<file path="src/rtl/ibex_pkg.sv">
// Shared types and defaults for the IF/ID dummy-instruction stage.
package ibex_pkg;

  localparam int unsigned DummyCntWDefault = 16;

  typedef struct packed {
    logic [31:0] rdata;
    logic [31:0] addr;
    logic        is_dummy;
    logic        err;
  } id_entry_t;

endpackage

</file>
<file path="src/rtl/ibex_sat_counter.sv">
// Saturating up-counter with synchronous clear; clear beats increment.
module ibex_sat_counter #(
  parameter int unsigned W = 16
) (
  input  logic         clk_i,
  input  logic         rst_i,
  input  logic         clr_i,
  input  logic         inc_i,
  output logic [W-1:0] cnt_o
);

  logic [W-1:0] cnt_q;

  always_ff @(posedge clk_i or posedge rst_i) begin
    if (rst_i) begin
      cnt_q <= '0;
    end else if (clr_i) begin
      cnt_q <= '0;
    end else if (inc_i && (cnt_q != {W{1'b1}})) begin
      cnt_q <= cnt_q + 1'b1;
    end
  end

  assign cnt_o = cnt_q;

endmodule

</file>
<file path="src/rtl/ibex_if_dummy_stage.sv">
// IF/ID register muxing dummy-generator inserts with real fetches; a dummy
// takes an ID slot while the real fetch stays pending in the prefetch buffer.
module ibex_if_dummy_stage
  import ibex_pkg::*;
#(
  parameter bit          DummyInstrEn = 1'b1,
  parameter int unsigned CntW         = DummyCntWDefault
) (
  input  logic            clk_i,
  input  logic            rst_i,
  input  logic            fetch_valid_i,
  input  logic [31:0]     fetch_rdata_i,
  input  logic [31:0]     fetch_addr_i,
  input  logic            fetch_err_i,
  output logic            fetch_ready_o,
  input  logic            insert_dummy_instr_i,
  input  logic [31:0]     dummy_instr_data_i,
  input  logic            id_in_ready_i,
  input  logic            halt_if_i,
  input  logic            flush_i,
  input  logic            cnt_clr_i,
  output logic            instr_valid_id_o,
  output logic [31:0]     instr_rdata_id_o,
  output logic [31:0]     instr_addr_id_o,
  output logic            instr_is_dummy_o,
  output logic            instr_fetch_err_o,
  output logic [CntW-1:0] dummy_cnt_o
);

  logic      ins, adv, load;
  logic      valid_q;
  id_entry_t id_q, id_d;
  logic [CntW-1:0] cnt;

  assign ins  = DummyInstrEn & insert_dummy_instr_i;
  assign adv  = id_in_ready_i & ~halt_if_i & ~flush_i;
  assign load = adv & (fetch_valid_i | ins);

  // A dummy never consumes the real fetch; it keeps that fetch's PC instead.
  assign fetch_ready_o = adv & fetch_valid_i & ~ins;

  always_comb begin
    id_d = id_q;
    if (ins) begin
      id_d.rdata    = dummy_instr_data_i;
      id_d.addr     = fetch_addr_i;
      id_d.is_dummy = 1'b1;
      id_d.err      = 1'b0;
    end else begin
      id_d.rdata    = fetch_rdata_i;
      id_d.addr     = fetch_addr_i;
      id_d.is_dummy = 1'b0;
      id_d.err      = fetch_err_i;
    end
  end

  always_ff @(posedge clk_i or posedge rst_i) begin
    if (rst_i) begin
      valid_q <= 1'b0;
      id_q    <= '0;
    end else if (flush_i) begin
      valid_q <= 1'b0;
    end else if (id_in_ready_i) begin
      // halt or nothing to load becomes a bubble; data regs keep old contents
      valid_q <= load;
      if (load) id_q <= id_d;
    end
  end

  ibex_sat_counter #(.W(CntW)) u_dummy_cnt (
    .clk_i (clk_i),
    .rst_i (rst_i),
    .clr_i (cnt_clr_i),
    .inc_i (load & ins),
    .cnt_o (cnt)
  );

  assign dummy_cnt_o       = cnt & {CntW{DummyInstrEn}};
  assign instr_valid_id_o  = valid_q;
  assign instr_rdata_id_o  = id_q.rdata;
  assign instr_addr_id_o   = id_q.addr;
  assign instr_is_dummy_o  = id_q.is_dummy;
  assign instr_fetch_err_o = id_q.err;

endmodule
</file>
<file path="config.mk">
export PLATFORM = sky130hd
export DESIGN_NAME = ibex_if_dummy_stage
export DESIGN_NICKNAME = d
export VERILOG_FILES = /design/src/rtl/ibex_pkg.sv /design/src/rtl/ibex_sat_counter.sv /design/src/rtl/ibex_if_dummy_stage.sv
export SDC_FILE = /design/constraint.sdc
export NUM_CORES = 1
export LEC_CHECK = 0
export BUFFER_PORTS_ARGS = -buffer_cell sky130_fd_sc_hd__buf_2
export CAP_MARGIN = 15
export CORE_MARGIN = 1
export CORE_UTILIZATION = 41
export DETAILED_ROUTE_END_ITERATION = 10
export PLACE_DENSITY = 0.76
export SYNTH_ARGS = -nofsm -noshare
export SYNTH_HDL_FRONTEND = slang
export SYNTH_SLANG_ARGS = --single-unit
</file>
<file path="constraint.sdc">
create_clock -name clk_i -period 2.7 [get_ports clk_i]
set_input_delay 0.54 -clock clk_i [delete_from_list [all_inputs] [get_ports clk_i]]
set_output_delay 0.54 -clock clk_i [all_outputs]
set_load 0.02 [all_outputs]
</file>
==> metrics.md <==
| Metric | Value |
|---|---|
| Status | finished, final reports clean |
| Drt pass-1 iters | 4 |
| Fmax | 0.4695 GHz |
| RSZ-0062 raised after global routing | no |
| Setup TNS | 0 ns |
| Clock share of power | 25.4% |
| Antenna-violating nets left | 0 |
| Maximum buffer depth of the clock tree | 2 |
| Number of global-route vias before repair | 3190 |
| Post-CTS resize count | 0 |
| Core Area | 8763 µm² |
| Routability cong. | 0.8309 |
| Post-synth EDFFs | 0 |
| Synth warnings | 0 |
| Row cnt | 34 |
| Crit path kind | in -> out |
| Most frequent cells in the layout | buf_2 (188), dfrtp_1 (83), a21oi_1 (42), nor2_1 (41), mux2_2 (33) |
| Via-to-Cell Ratio | 5.170 |
| GRT Total Usage | 18.83% |
| Worst slack, placed | 0.5295 ns |
| Area delta synth->final | 33.17% |
| Yosys reg bits | 83 |
| Synth Area per Inst | 11.53 µm² |
| CP Launch Type | primary input |
| Clk_lat worst skew | 0.34 ns |
| Post-Route WL | 8843 µm |
| Starting Density | 42.75% |
| Relative slew slack | 63.10% |
| Distinct cell type count after synthesis | 37 |
| Crit path DAT | 1.59 ns |
| MaxCap Viol Count | 0 |
| Final WS setup | 0.5702 ns |
| Antenna violations before repair | 0 |
| Part of the Yosys area used for sequential elements | 55.44% |
| Via count | 3221 |
| Total CTS buffers | 9 |
| CTS Sinks | 83 |
| Commonest non-fill, non-tap cell in the layout | buf_2 |
| CTS tree | yes |
| Internal power | 2.151 mW |
| Number of port buffers | 188 |
| Most used cell, CP | buf_2 |
| Hold Vio Cnt, Final | 0 |
| Nets | 616 |
| Hold Crit Class | in -> async |
| Root Driver | clkbuf_8 |
| CP endpoint kind | output pin |
| Gate power share | 27.0% |
| Skew final | 0.01027 ns |
| Syn nets | 431 |
| Antenna cells | 0 |
| Fin. max-slew vios | 0 |
| Layout cells sized above 1 | 48.74% |
| Die Wd | 97.59 µm |
| Critical Path RT | 2.16 ns |
| H-tree depth | 3 |
| NetSw | 1.104 mW |
| DRC Markers | 0 |
| Wire per inst | 14.19 µm |
| Die area | 9523 µm² |
| Cells along the critical path | buf_2 -> buf_4 -> nor2_1 -> buf_2 |
| Sequential power share | 47.7% |
| Leak | 2.461 nW |
| Worst Tran Pin Value | 0.5529 ns |
| Slowest-stage cell, CP | buf_4 |
| Mapped Area | 3746 µm² |
| Die Ht | 97.59 µm |
| Post-CTS Setup Bufs | 0 |
| Io pins | 189 |
| Top FF cell, synth | dfrtp_1 |
| Grt total ovfl | 0 |
| Part of the cycle the worst path needs | 78.88% |
| Min cycle time layout | 2.130 ns |
| Hold-fix buffers, CTS | 0 |
| Crit-path max FO | 25 |
| Synth async-reset ratio | 100.0% |
| Fillcell total | 770 |
| Detailed Place HPWL | 6739 µm |
| Detailed Route Iter0 Violations | 102 |
| First-pass GRT wire length | 14530 µm |
| Switching share of total power | 33.92% |
| Post-Syn Instances | 325 |
| Largest net degree at the start of global routing | 61 |
| Clock slew at reported path FFs | 0.09 ns |
| PD cells | 652.7 nW/µm² |
| Max VDD drop | 387.0 µV |
| Final setup viols | 0 |
| CP peak stage delay | 0.44 ns |
==> worst max-delay path, delay by kind of cell <==
| family | cells | cell delay [ns] |
|---|---|---|
| buf+inv | 3 | 0.92 |
| simple gates | 1 | 0.12 |
==> through the flow <==
stage	instance area (µm²)	utilization, %	instances	power, mW	hold slack [ns]
2_1_floorplan	3746	-	325	2.105	0.5778
3_3_place_gp	4806	54.84	607	2.436	0.4579
3_5_place_dp	4806	54.84	607	2.469	0.4630
4_1_cts	4989	56.92	623	3.292	0.2389
5_1_grt	4989	56.92	623	3.425	0.2491
6_report	4989	56.92	623	3.256	0.2131
==> flip-flops by register name, indices dropped and copies added, names as in the netlist <==
| register | cells |
|---|---|
| instr_is_dummy_o | 1 |
| u_dummy_cnt.cnt_o | 16 |
| instr_rdata_id_o | 32 |
| instr_addr_id_o | 32 |
| instr_valid_id_o | 1 |
| instr_fetch_err_o | 1 |
==> cell type report <==
cell class / instances / area [µm²] / area share [%]
tap: 108 / 135.1 / 2.709
sequential: 83 / 2077 / 41.64
timing repair buffer: 193 / 1003 / 20.12
multi-input combinational: 220 / 1578 / 31.63
clock inverter: 7 / 58.81 / 1.179
inverter: 3 / 12.51 / 0.2508
clock buffer: 9 / 123.9 / 2.483
==> Yosys cell counts (2+ instances only) <==
library cell | instances | area share, %
nor2b_1 | 4 | 0.67
dfrtp_1 | 83 | 55
and4_1 | 2 | 0.47
o21ai_0 | 3 | 0.40
buf_1 | 3 | 0.30
nor2_1 | 41 | 4.1
mux2_1 | 3 | 0.90
inv_1 | 3 | 0.30
clkbuf_1 | 5 | 0.50
mux2i_1 | 32 | 8.6
nand4_1 | 4 | 0.67
nor3_1 | 3 | 0.40
buf_2 | 10 | 1.3
or3_1 | 3 | 0.50
nor4_1 | 4 | 0.67
a21oi_1 | 42 | 5.6
nand3_1 | 8 | 1.1
o31ai_1 | 7 | 1.4
mux2_2 | 33 | 9.9
nand2_1 | 9 | 0.90
or4_1 | 6 | 1.2
o21a_1 | 2 | 0.40
==> power by group through the flow <==
stage / Clock [mW] / Sequential [mW] / Combinational (mW)
3_3_place_gp: 0 / 1.57 / 0.870
4_1_cts: 0.845 / 1.55 / 0.893
2_1_floorplan: 0 / 1.84 / 0.265
6_report: 0.826 / 1.55 / 0.878
5_1_grt: 0.897 / 1.58 / 0.948
3_5_place_dp: 0 / 1.57 / 0.894
==> worst paths after layout <==
check,from,end,slack (ns),cells past startpoint
setup / recovery,insert_dummy_instr_i,fetch_ready_o,0.57,4
hold / removal,rst_i,u_dummy_cnt.cnt_o[13],0.21,2
setup reg to reg,u_dummy_cnt.cnt_o[0],u_dummy_cnt.cnt_o[2],0.70,5
hold reg to reg,instr_valid_id_o,instr_valid_id_o,0.48,1
max in group asynchronous,rst_i,instr_rdata_id_o[24],1.82,3
min in group clk_i,fetch_addr_i[23],instr_addr_id_o[23],0.42,2
==> metal layers <==
layer	GRT usage (%)	vias to the layer above	part of all wire, %
met5	0	-	0
met4	6.900	0	1.8
met3	4.173	14	6.2
met2	32.28	117	50
met1	23.21	1557	42
li1	-	1533	-
==> cell families (layout without fill, tap and decap cells) <==
family | count (synthesis) | count (layout) | synth area share, %
AND/OR/NAND/NOR | 93 | 93 | 13.29
flip-flops | 83 | 83 | 55.44
multiplexers | 69 | 69 | 19.77
AO/OA/AOI/OAI | 57 | 57 | 8.517
buffers and inverters | 22 | 212 | 2.639
adder cells (fa/ha/maj) | 1 | 1 | 0.3339
Note: power is estimated with default switching activity, not from simulation.
